==> src/rtl/nor_seq_ctrl_pkg.sv <==
// Shared definitions for the NOR-only sequencer: op codes, operand-select and
// destination codes, per-op step counts and the micro-step decode table.
package nor_seq_ctrl_pkg;

  typedef enum logic [2:0] {
    OpNor  = 3'b000,
    OpNot  = 3'b001,
    OpOr   = 3'b010,
    OpAnd  = 3'b011,
    OpNand = 3'b100,
    OpXnor = 3'b101,
    OpXor  = 3'b110,
    OpIll  = 3'b111
  } op_e;

  typedef enum logic [2:0] {SelA, SelB, SelT1, SelT2, SelT3, SelR} sel_e;

  typedef enum logic [1:0] {DstT1, DstT2, DstT3, DstR} dst_e;

  typedef enum logic [0:0] {StIdle, StRun} state_e;

  typedef struct packed {
    sel_e selx;
    sel_e sely;
    dst_e dst;
    logic last;
  } ustep_t;

  function automatic logic [2:0] step_count(op_e op);
    case (op)
      OpOr:           return 3'd2;
      OpAnd:          return 3'd3;
      OpNand, OpXnor: return 3'd4;
      OpXor:          return 3'd5;
      default:        return 3'd1;
    endcase
  endfunction

  function automatic ustep_t mk_step(sel_e x, sel_e y, dst_e d);
    ustep_t s;
    s.selx = x;
    s.sely = y;
    s.dst  = d;
    s.last = 1'b0;
    return s;
  endfunction

  // NAND and XOR reuse the AND / XNOR sequence and add a final R=NOR(R,R).
  function automatic ustep_t micro_step(op_e op, logic [2:0] step);
    ustep_t s;
    case (op)
      OpNor: s = mk_step(SelA, SelB, DstR);
      OpOr:  s = (step == 3'd0) ? mk_step(SelA, SelB, DstT1) : mk_step(SelT1, SelT1, DstR);
      OpAnd, OpNand: begin
        case (step)
          3'd0:    s = mk_step(SelA, SelA, DstT1);
          3'd1:    s = mk_step(SelB, SelB, DstT2);
          3'd2:    s = mk_step(SelT1, SelT2, DstR);
          default: s = mk_step(SelR, SelR, DstR);
        endcase
      end
      OpXnor, OpXor: begin
        case (step)
          3'd0:    s = mk_step(SelA, SelB, DstT1);
          3'd1:    s = mk_step(SelA, SelT1, DstT2);
          3'd2:    s = mk_step(SelB, SelT1, DstT3);
          3'd3:    s = mk_step(SelT2, SelT3, DstR);
          default: s = mk_step(SelR, SelR, DstR);
        endcase
      end
      default: s = mk_step(SelA, SelA, DstR);  // NOT and illegal
    endcase
    s.last = (step == step_count(op) - 3'd1);
    return s;
  endfunction

endpackage

==> src/rtl/nor_seq_ctrl_if.sv <==
// Handshake between the control unit (master) and the sequencer (slave).
//   start/op/a/b : request and operands, sampled when the sequencer is idle
//   busy/done/err/result : status and final value
interface nor_seq_ctrl_if #(
  parameter int unsigned N = 4
) ();
  logic         start;
  logic [2:0]   op;
  logic [N-1:0] a;
  logic [N-1:0] b;
  logic         busy;
  logic         done;
  logic         err;
  logic [N-1:0] result;

  modport master (output start, op, a, b, input busy, done, err, result);
  modport slave  (input start, op, a, b, output busy, done, err, result);
endinterface

==> src/rtl/nor_seq_ctrl_nor_par.sv <==
// Shared n-bit bitwise NOR array.
//   a_i, b_i : operands
//   y_o      : ~(a_i | b_i)
module nor_par #(
  parameter int unsigned N = 4
) (
  input  logic [N-1:0] a_i,
  input  logic [N-1:0] b_i,
  output logic [N-1:0] y_o
);
  assign y_o = ~(a_i | b_i);
endmodule

==> src/rtl/nor_seq_ctrl.sv <==
// Multi-cycle sequencer that evaluates NOR/NOT/OR/AND/NAND/XNOR/XOR by
// time-sharing one nor_par array, one NOR evaluation per clock.
//   clk_i : clock, all state on posedge
//   rst_i : synchronous active-high reset
//   bus   : slave side of nor_seq_ctrl_if (start/op/a/b in; busy/done/err/result out)
module nor_seq_ctrl #(
  parameter int unsigned N = 4
) (
  input logic          clk_i,
  input logic          rst_i,
  nor_seq_ctrl_if.slave bus
);
  import nor_seq_ctrl_pkg::*;

  state_e       state_q, state_d;
  logic [2:0]   step_q, step_d;
  op_e          op_q, op_d;
  logic [N-1:0] a_q, a_d, b_q, b_d;
  logic [N-1:0] t1_q, t1_d, t2_q, t2_d, t3_q, t3_d, r_q, r_d;
  logic [N-1:0] result_q, result_d;
  logic         done_q, done_d, err_q, err_d;

  ustep_t       ms;
  logic [N-1:0] x, y, nor_y, wr_val;

  assign ms = micro_step(op_q, step_q);

  always_comb begin
    x = a_q;
    case (ms.selx)
      SelA:    x = a_q;
      SelB:    x = b_q;
      SelT1:   x = t1_q;
      SelT2:   x = t2_q;
      SelT3:   x = t3_q;
      SelR:    x = r_q;
      default: x = a_q;
    endcase
  end

  always_comb begin
    y = a_q;
    case (ms.sely)
      SelA:    y = a_q;
      SelB:    y = b_q;
      SelT1:   y = t1_q;
      SelT2:   y = t2_q;
      SelT3:   y = t3_q;
      SelR:    y = r_q;
      default: y = a_q;
    endcase
  end

  nor_par #(.N(N)) u_nor_par (
    .a_i (x),
    .b_i (y),
    .y_o (nor_y)
  );

  // Illegal op still takes one step but forces a zero result.
  assign wr_val = (op_q == OpIll) ? '0 : nor_y;

  always_comb begin
    state_d  = state_q;
    step_d   = step_q;
    op_d     = op_q;
    a_d      = a_q;
    b_d      = b_q;
    t1_d     = t1_q;
    t2_d     = t2_q;
    t3_d     = t3_q;
    r_d      = r_q;
    result_d = result_q;
    done_d   = 1'b0;
    err_d    = 1'b0;
    case (state_q)
      StIdle: begin
        if (bus.start) begin
          state_d = StRun;
          step_d  = 3'd0;
          op_d    = op_e'(bus.op);
          a_d     = bus.a;
          b_d     = bus.b;
        end
      end
      StRun: begin
        case (ms.dst)
          DstT1:   t1_d = wr_val;
          DstT2:   t2_d = wr_val;
          DstT3:   t3_d = wr_val;
          default: r_d  = wr_val;
        endcase
        step_d = step_q + 3'd1;
        if (ms.last) begin
          state_d  = StIdle;
          result_d = wr_val;
          done_d   = 1'b1;
          err_d    = (op_q == OpIll);
        end
      end
      default: state_d = StIdle;
    endcase
  end

  always_ff @(posedge clk_i) begin
    if (rst_i) begin
      state_q  <= StIdle;
      step_q   <= 3'd0;
      op_q     <= OpNor;
      a_q      <= '0;
      b_q      <= '0;
      t1_q     <= '0;
      t2_q     <= '0;
      t3_q     <= '0;
      r_q      <= '0;
      result_q <= '0;
      done_q   <= 1'b0;
      err_q    <= 1'b0;
    end else begin
      state_q  <= state_d;
      step_q   <= step_d;
      op_q     <= op_d;
      a_q      <= a_d;
      b_q      <= b_d;
      t1_q     <= t1_d;
      t2_q     <= t2_d;
      t3_q     <= t3_d;
      r_q      <= r_d;
      result_q <= result_d;
      done_q   <= done_d;
      err_q    <= err_d;
    end
  end

  assign bus.busy   = (state_q == StRun);
  assign bus.done   = done_q;
  assign bus.err    = err_q;
  assign bus.result = result_q;

endmodule
==> src/flat_wrapper.sv <==
// flat-port wrapper written by rule: the top's interface ports become plain ports
module nor_seq_ctrl_flat import nor_seq_ctrl_pkg::*;
#(
  parameter int unsigned N = 4
)
  (clk_i, rst_i, bus_start, bus_op, bus_a, bus_b, bus_busy, bus_done, bus_err, bus_result);
  nor_seq_ctrl_if #(.N(N)) bus_i ();
  input logic clk_i;
  input logic rst_i;
  input wire logic [$bits(bus_i.start)-1:0] bus_start;
  input wire logic [$bits(bus_i.op)-1:0] bus_op;
  input wire logic [$bits(bus_i.a)-1:0] bus_a;
  input wire logic [$bits(bus_i.b)-1:0] bus_b;
  output wire logic [$bits(bus_i.busy)-1:0] bus_busy;
  output wire logic [$bits(bus_i.done)-1:0] bus_done;
  output wire logic [$bits(bus_i.err)-1:0] bus_err;
  output wire logic [$bits(bus_i.result)-1:0] bus_result;
  assign bus_i.start = bus_start;
  assign bus_i.op = bus_op;
  assign bus_i.a = bus_a;
  assign bus_i.b = bus_b;
  assign bus_busy = bus_i.busy;
  assign bus_done = bus_i.done;
  assign bus_err = bus_i.err;
  assign bus_result = bus_i.result;
  nor_seq_ctrl #(.N(N)) u_core (.clk_i(clk_i), .rst_i(rst_i), .bus(bus_i));
endmodule
==> config.mk <==
export PLATFORM = sky130hd
export DESIGN_NAME = nor_seq_ctrl_flat
export DESIGN_NICKNAME = d
export VERILOG_FILES = /design/src/rtl/nor_seq_ctrl_pkg.sv /design/src/rtl/nor_seq_ctrl_if.sv /design/src/rtl/nor_seq_ctrl_nor_par.sv /design/src/rtl/nor_seq_ctrl.sv /design/src/flat_wrapper.sv
export SDC_FILE = /design/constraint.sdc
export NUM_CORES = 1
export LEC_CHECK = 0
export CORE_MARGIN = 1.5
export CORE_UTILIZATION = 60
export DETAILED_ROUTE_END_ITERATION = 10
export PLACE_DENSITY = 0.83
export SKIP_LAST_GASP = 1
export SYNTH_ARGS = -nofsm -noshare
export SYNTH_HDL_FRONTEND = slang
export SYNTH_SLANG_ARGS = --single-unit
==> constraint.sdc <==
create_clock -name clk_i -period 5.2 [get_ports clk_i]
set_input_delay 1.56 -clock clk_i [delete_from_list [all_inputs] [get_ports clk_i]]
set_output_delay 1.56 -clock clk_i [all_outputs]
set_load 0.02 [all_outputs]
==> impl_summary.md <==
Outcome
The flow ran to the end, and the final reports show no timing, DRC or antenna violations.

Timing
At the pin with the least slew margin, the transition time is a little over 0.9 ns. The sum of negative setup slack is 0 ns. Based on the critical path, the design can be clocked at up to 0.2936 GHz. The part of the cycle the worst path needs is around two thirds. The number of failing hold endpoints at the final stage came to 0. In this run the tightest slew margin relative to its limit is 38.60%. The minimum clock period after layout is roughly 3.4 ns. The number of max-slew violations in the final report is 0. Setup repair after global routing left no endpoint under its margin.

The worst slack on hold paths is between 0.4 and 0.5 ns. Clock skew on the completed layout was measured at about 0.0044 ns. The number of failing setup endpoints in the final timing report is 0.

Finish
In the final design database the tool counted approximately 320 nets. The share of final-layout standard cells stronger than drive strength 1 is under 10%. The area added between synthesis and finish is 10.31%. Cells fill 70.09% of the core in the end. The number of antenna diodes in the final layout is 0. The number of filler cells placed in the layout is 321.

Clock network
The H-tree was split into 2 levels. After clock tree synthesis, the flow added hold-fix buffers numbering 0. The clock net in this run drives a total of 37 sinks. Clock-pin slew was measured on the worst setup and hold paths at roughly 0.07 ns. TritonCTS created 5 clock buffers. The number of setup buffers added after CTS is 0.

The clock tree from TritonCTS is built. The clock latency on the worst-skew pair is around 0.29 ns. The buffer depth of the longest clock path is 2. The root buffer cell chosen for the clock tree is sky130_fd_sc_hd__clkbuf_8.

The number of cells upsized or downsized after cts is 0.

Power
In this run the power density over the cells is 263.2 mW/mm^2. The total power after layout is between 0.6 and 0.7 mW. The static power due to leakage is 0.9314 nW.

IR analysis of the VDD net gives a maximum drop of roughly 0.00021 V.

Setup path
The reg2reg setup slack is between 1.5 and 2 ns. By startpoint and endpoint, the worst setup path is classified as flip-flop to flip-flop. The terminus of the critical flop-to-flop path is u_core.r_q[1]. At the worst endpoint, the arrival time is approximately 3.6 ns. The startpoint of the worst register-to-register path is u_core.step_q[0]. The signal on the critical path passes through inv_1 > ha_1 > or3_4 > and2_4 > o311ai_4 > mux2_4 > a221o_1 > or3b_4 > o31ai_2. The maximum fanout along the worst path is 7. STA classifies the critical path startpoint as a flip-flop. The number of cells on the worst reg-to-reg path is 9. The worst setup path is captured at a flip-flop. For this run, the slowest stage of the critical path takes 0.45 ns. The required time of the critical path is 5.40 ns. The slowest stage of the critical path is the sky130_fd_sc_hd__dfxtp_1 cell.

Global route
The number of antenna violations at the first check in global routing is 0. The via count of the first global-routing pass was ~2000. The largest net degree at the start of global routing is 28. The global-route wire length before repair is 9.611 mm. The global router's overall resource usage is roughly 29%. Summed over all layers, the global routing overflow is 0.

Placed design
The wire-length estimate of the detail-placed layout is about 4.1 mm. Port buffering added 20 buffers. The global placer's final weighted congestion is ~0.9.

Job
Across the run, the number of max-cap violations was 0.

Min path
The path type of the worst min-delay path is flip-flop to flip-flop. The worst hold path was traced through 2 stages. The destination of the worst hold path is u_core.t3_q[0]. The startpoint of the lowest-slack hold path is u_core.t3_q[0].

Synth
The number of synthesized register bits is 37. In this run, distinct cell masters in the synthesized netlist total 60. The fraction of synthesis flops using an asynchronous set or reset pin is 0%.

The total nets after synthesis is about 300. The synthesized design contains 0 enable-type register cells. The total number of yosys warnings is 0. A synthesized cell averages roughly 8.2 um^2.

The synthesized instance count is 289. The most used flip-flop cell after synthesis is sky130_fd_sc_hd__dfxtp_1. The cell area after synthesis is roughly 0.0024 mm^2. The sequential fraction of the synthesis area is a little under a third.

Detailed routing
The via count is roughly 2200. The starting DRC count in detailed routing is between 200 and 250. The detail route stage leaves a number of antenna-violating nets equal to 0.

The detailed-route wire length per cell is about 17 um. In the routed design, unresolved DRC markers number 0. The first TritonRoute pass finished after 5 iterations. The routed design has 5.772 mm of wire.

Dividing the detail-routed via count by the number of cells gives roughly 6.4.

Floorplanning
The initialized floorplan defines 22 standard-cell rows. The effective utilization at floorplan is 63.54%. The die height is between 60 and 70 um. In this run the horizontal extent of the chip is ~66 um. The floorplan step defined a die boundary enclosing between 0.004 and 0.005 mm^2. The core region is 0.003744 mm^2. Pin placement for this block handled 21 I/O pins.
per-layer routing:
metal	global-route usage (%)	share of wire, %	routed length, um
met5	0	0	0
met4	9.694	1.9	112
met3	7.155	7.9	457
met2	47.22	46	2630
met1	37.83	45	2572
metrics by stage:
step | worst slack, ns | instance area (um^2) | std cells
finish | 1.795 | 2624 | 347
CTS | 1.790 | 2624 | 347
floorplan | 2.185 | 2379 | 289
global placement | 1.692 | 2542 | 340
detailed placement | 1.586 | 2542 | 340
global route | 1.689 | 2624 | 347
cell families (layout without fill, tap and decap cells):
group,Yosys count,count (layout),synth area share (%)
AOI/OAI and AO/OA,76,76,23.46
and+or+nand+nor,128,128,30.56
xor gates and xnor gates,3,3,1.105
buffers and inverters,29,39,6.102
muxes,10,10,4.471
adders and majority gates,6,6,3.156
DFF,37,37,31.14
flip-flops by register name, indices dropped and copies added, names as in the netlist:
| register | cells |
|---|---|
| u_core.bus.done | 1 |
| u_core.a_q | 4 |
| u_core.bus.busy | 1 |
| u_core.r_q | 4 |
| u_core.bus.result | 4 |
| u_core.op_q | 3 |
| u_core.t3_q | 4 |
| u_core.step_q | 3 |
| u_core.t1_q | 4 |
| u_core.t2_q | 4 |
| u_core.bus.err | 1 |
| u_core.b_q | 4 |
cell usage after synthesis (all sizes together), types with 4 or more instances:
cell     number  area [um^2]
dfxtp        37        740.7
nand2        34        127.6
a21oi        18        90.09
nand3b       17        140.1
nor2         17        63.81
o21ai        15        75.07
nand2b       12        82.58
inv          11        41.29
clkbuf       10        37.54
nand3         9        45.04
nor3          9        45.04
buf           8        66.31
mux2i         8        80.08
o22ai         7        43.79
ha            6        75.07
o31ai         6        55.05
nor2b         5        31.28
or3           5        36.28
o2bb2ai       4        35.03
or2           4        25.03
or3b          4        40.04
where the power goes:
part / switching, mW / internal [mW]
clock network: 0.100 / 0.0927
registers: 0.0246 / 0.304
logic: 0.0924 / 0.0770
worst max path at each step:
stage / startpoint / to / slack, ns / cells after the start
after global routing: u_core.step_q[0] / u_core.r_q[1] / 1.69 / 9
after global placement: rst_i / u_core.bus.result[3] / 1.69 / 4
after detailed placement: rst_i / u_core.bus.result[3] / 1.59 / 4
final: u_core.step_q[0] / u_core.r_q[1] / 1.79 / 9
after floorplan: u_core.step_q[0] / u_core.r_q[1] / 2.18 / 9
after CTS: u_core.step_q[0] / u_core.r_q[1] / 1.79 / 9
layout make-up:
class | instances | area (um^2) | share of cell area, %
Sequential cell | 37 | 740.7 | 28.23
Clock buffer | 6 | 72.57 | 2.766
Clock inverter | 1 | 8.758 | 0.3338
Tap cell | 48 | 60.06 | 2.289
Timing Repair Buffer | 21 | 207.7 | 7.916
Inverter | 11 | 41.29 | 1.574
Multi-Input combinational cell | 223 | 1493 | 56.89
cell usage in the layout (no fill, tap or decap), types with 3 or more instances in the layout:
| cell type | instances |
|---|---|
| sky130_fd_sc_hd__nand3_1 | 9 |
| sky130_fd_sc_hd__clkbuf_8 | 5 |
| sky130_fd_sc_hd__a21oi_1 | 18 |
| sky130_fd_sc_hd__o41ai_1 | 3 |
| sky130_fd_sc_hd__or3_1 | 4 |
| sky130_fd_sc_hd__nor2b_1 | 5 |
| sky130_fd_sc_hd__nand2b_1 | 11 |
| sky130_fd_sc_hd__o21ai_0 | 13 |
| sky130_fd_sc_hd__dfxtp_1 | 37 |
| sky130_fd_sc_hd__xnor2_1 | 3 |
| sky130_fd_sc_hd__or2_2 | 3 |
| sky130_fd_sc_hd__o22ai_1 | 7 |
| sky130_fd_sc_hd__nand2_1 | 34 |
| sky130_fd_sc_hd__clkdlybuf4s50_1 | 20 |
| sky130_fd_sc_hd__ha_1 | 6 |
| sky130_fd_sc_hd__inv_1 | 11 |
| sky130_fd_sc_hd__nor3_1 | 9 |
| sky130_fd_sc_hd__o2bb2ai_1 | 4 |
| sky130_fd_sc_hd__nor4_1 | 3 |
| sky130_fd_sc_hd__nand3b_1 | 16 |
| sky130_fd_sc_hd__o31ai_1 | 4 |
| sky130_fd_sc_hd__nor2_1 | 17 |
| sky130_fd_sc_hd__mux2i_1 | 8 |
critical path: cells and delay by family (launching register included):
| family | cells | cell delay [ns] |
|---|---|---|
| buffers and inverters | 1 | 0.12 |
| DFF | 1 | 0.45 |
| muxes | 1 | 0.35 |
| adders and majority gates | 1 | 0.31 |
| AOI/OAI and AO/OA | 3 | 1.01 |
| and+or+nand+nor | 3 | 1.07 |
Note: power is estimated with default switching activity, not from simulation.
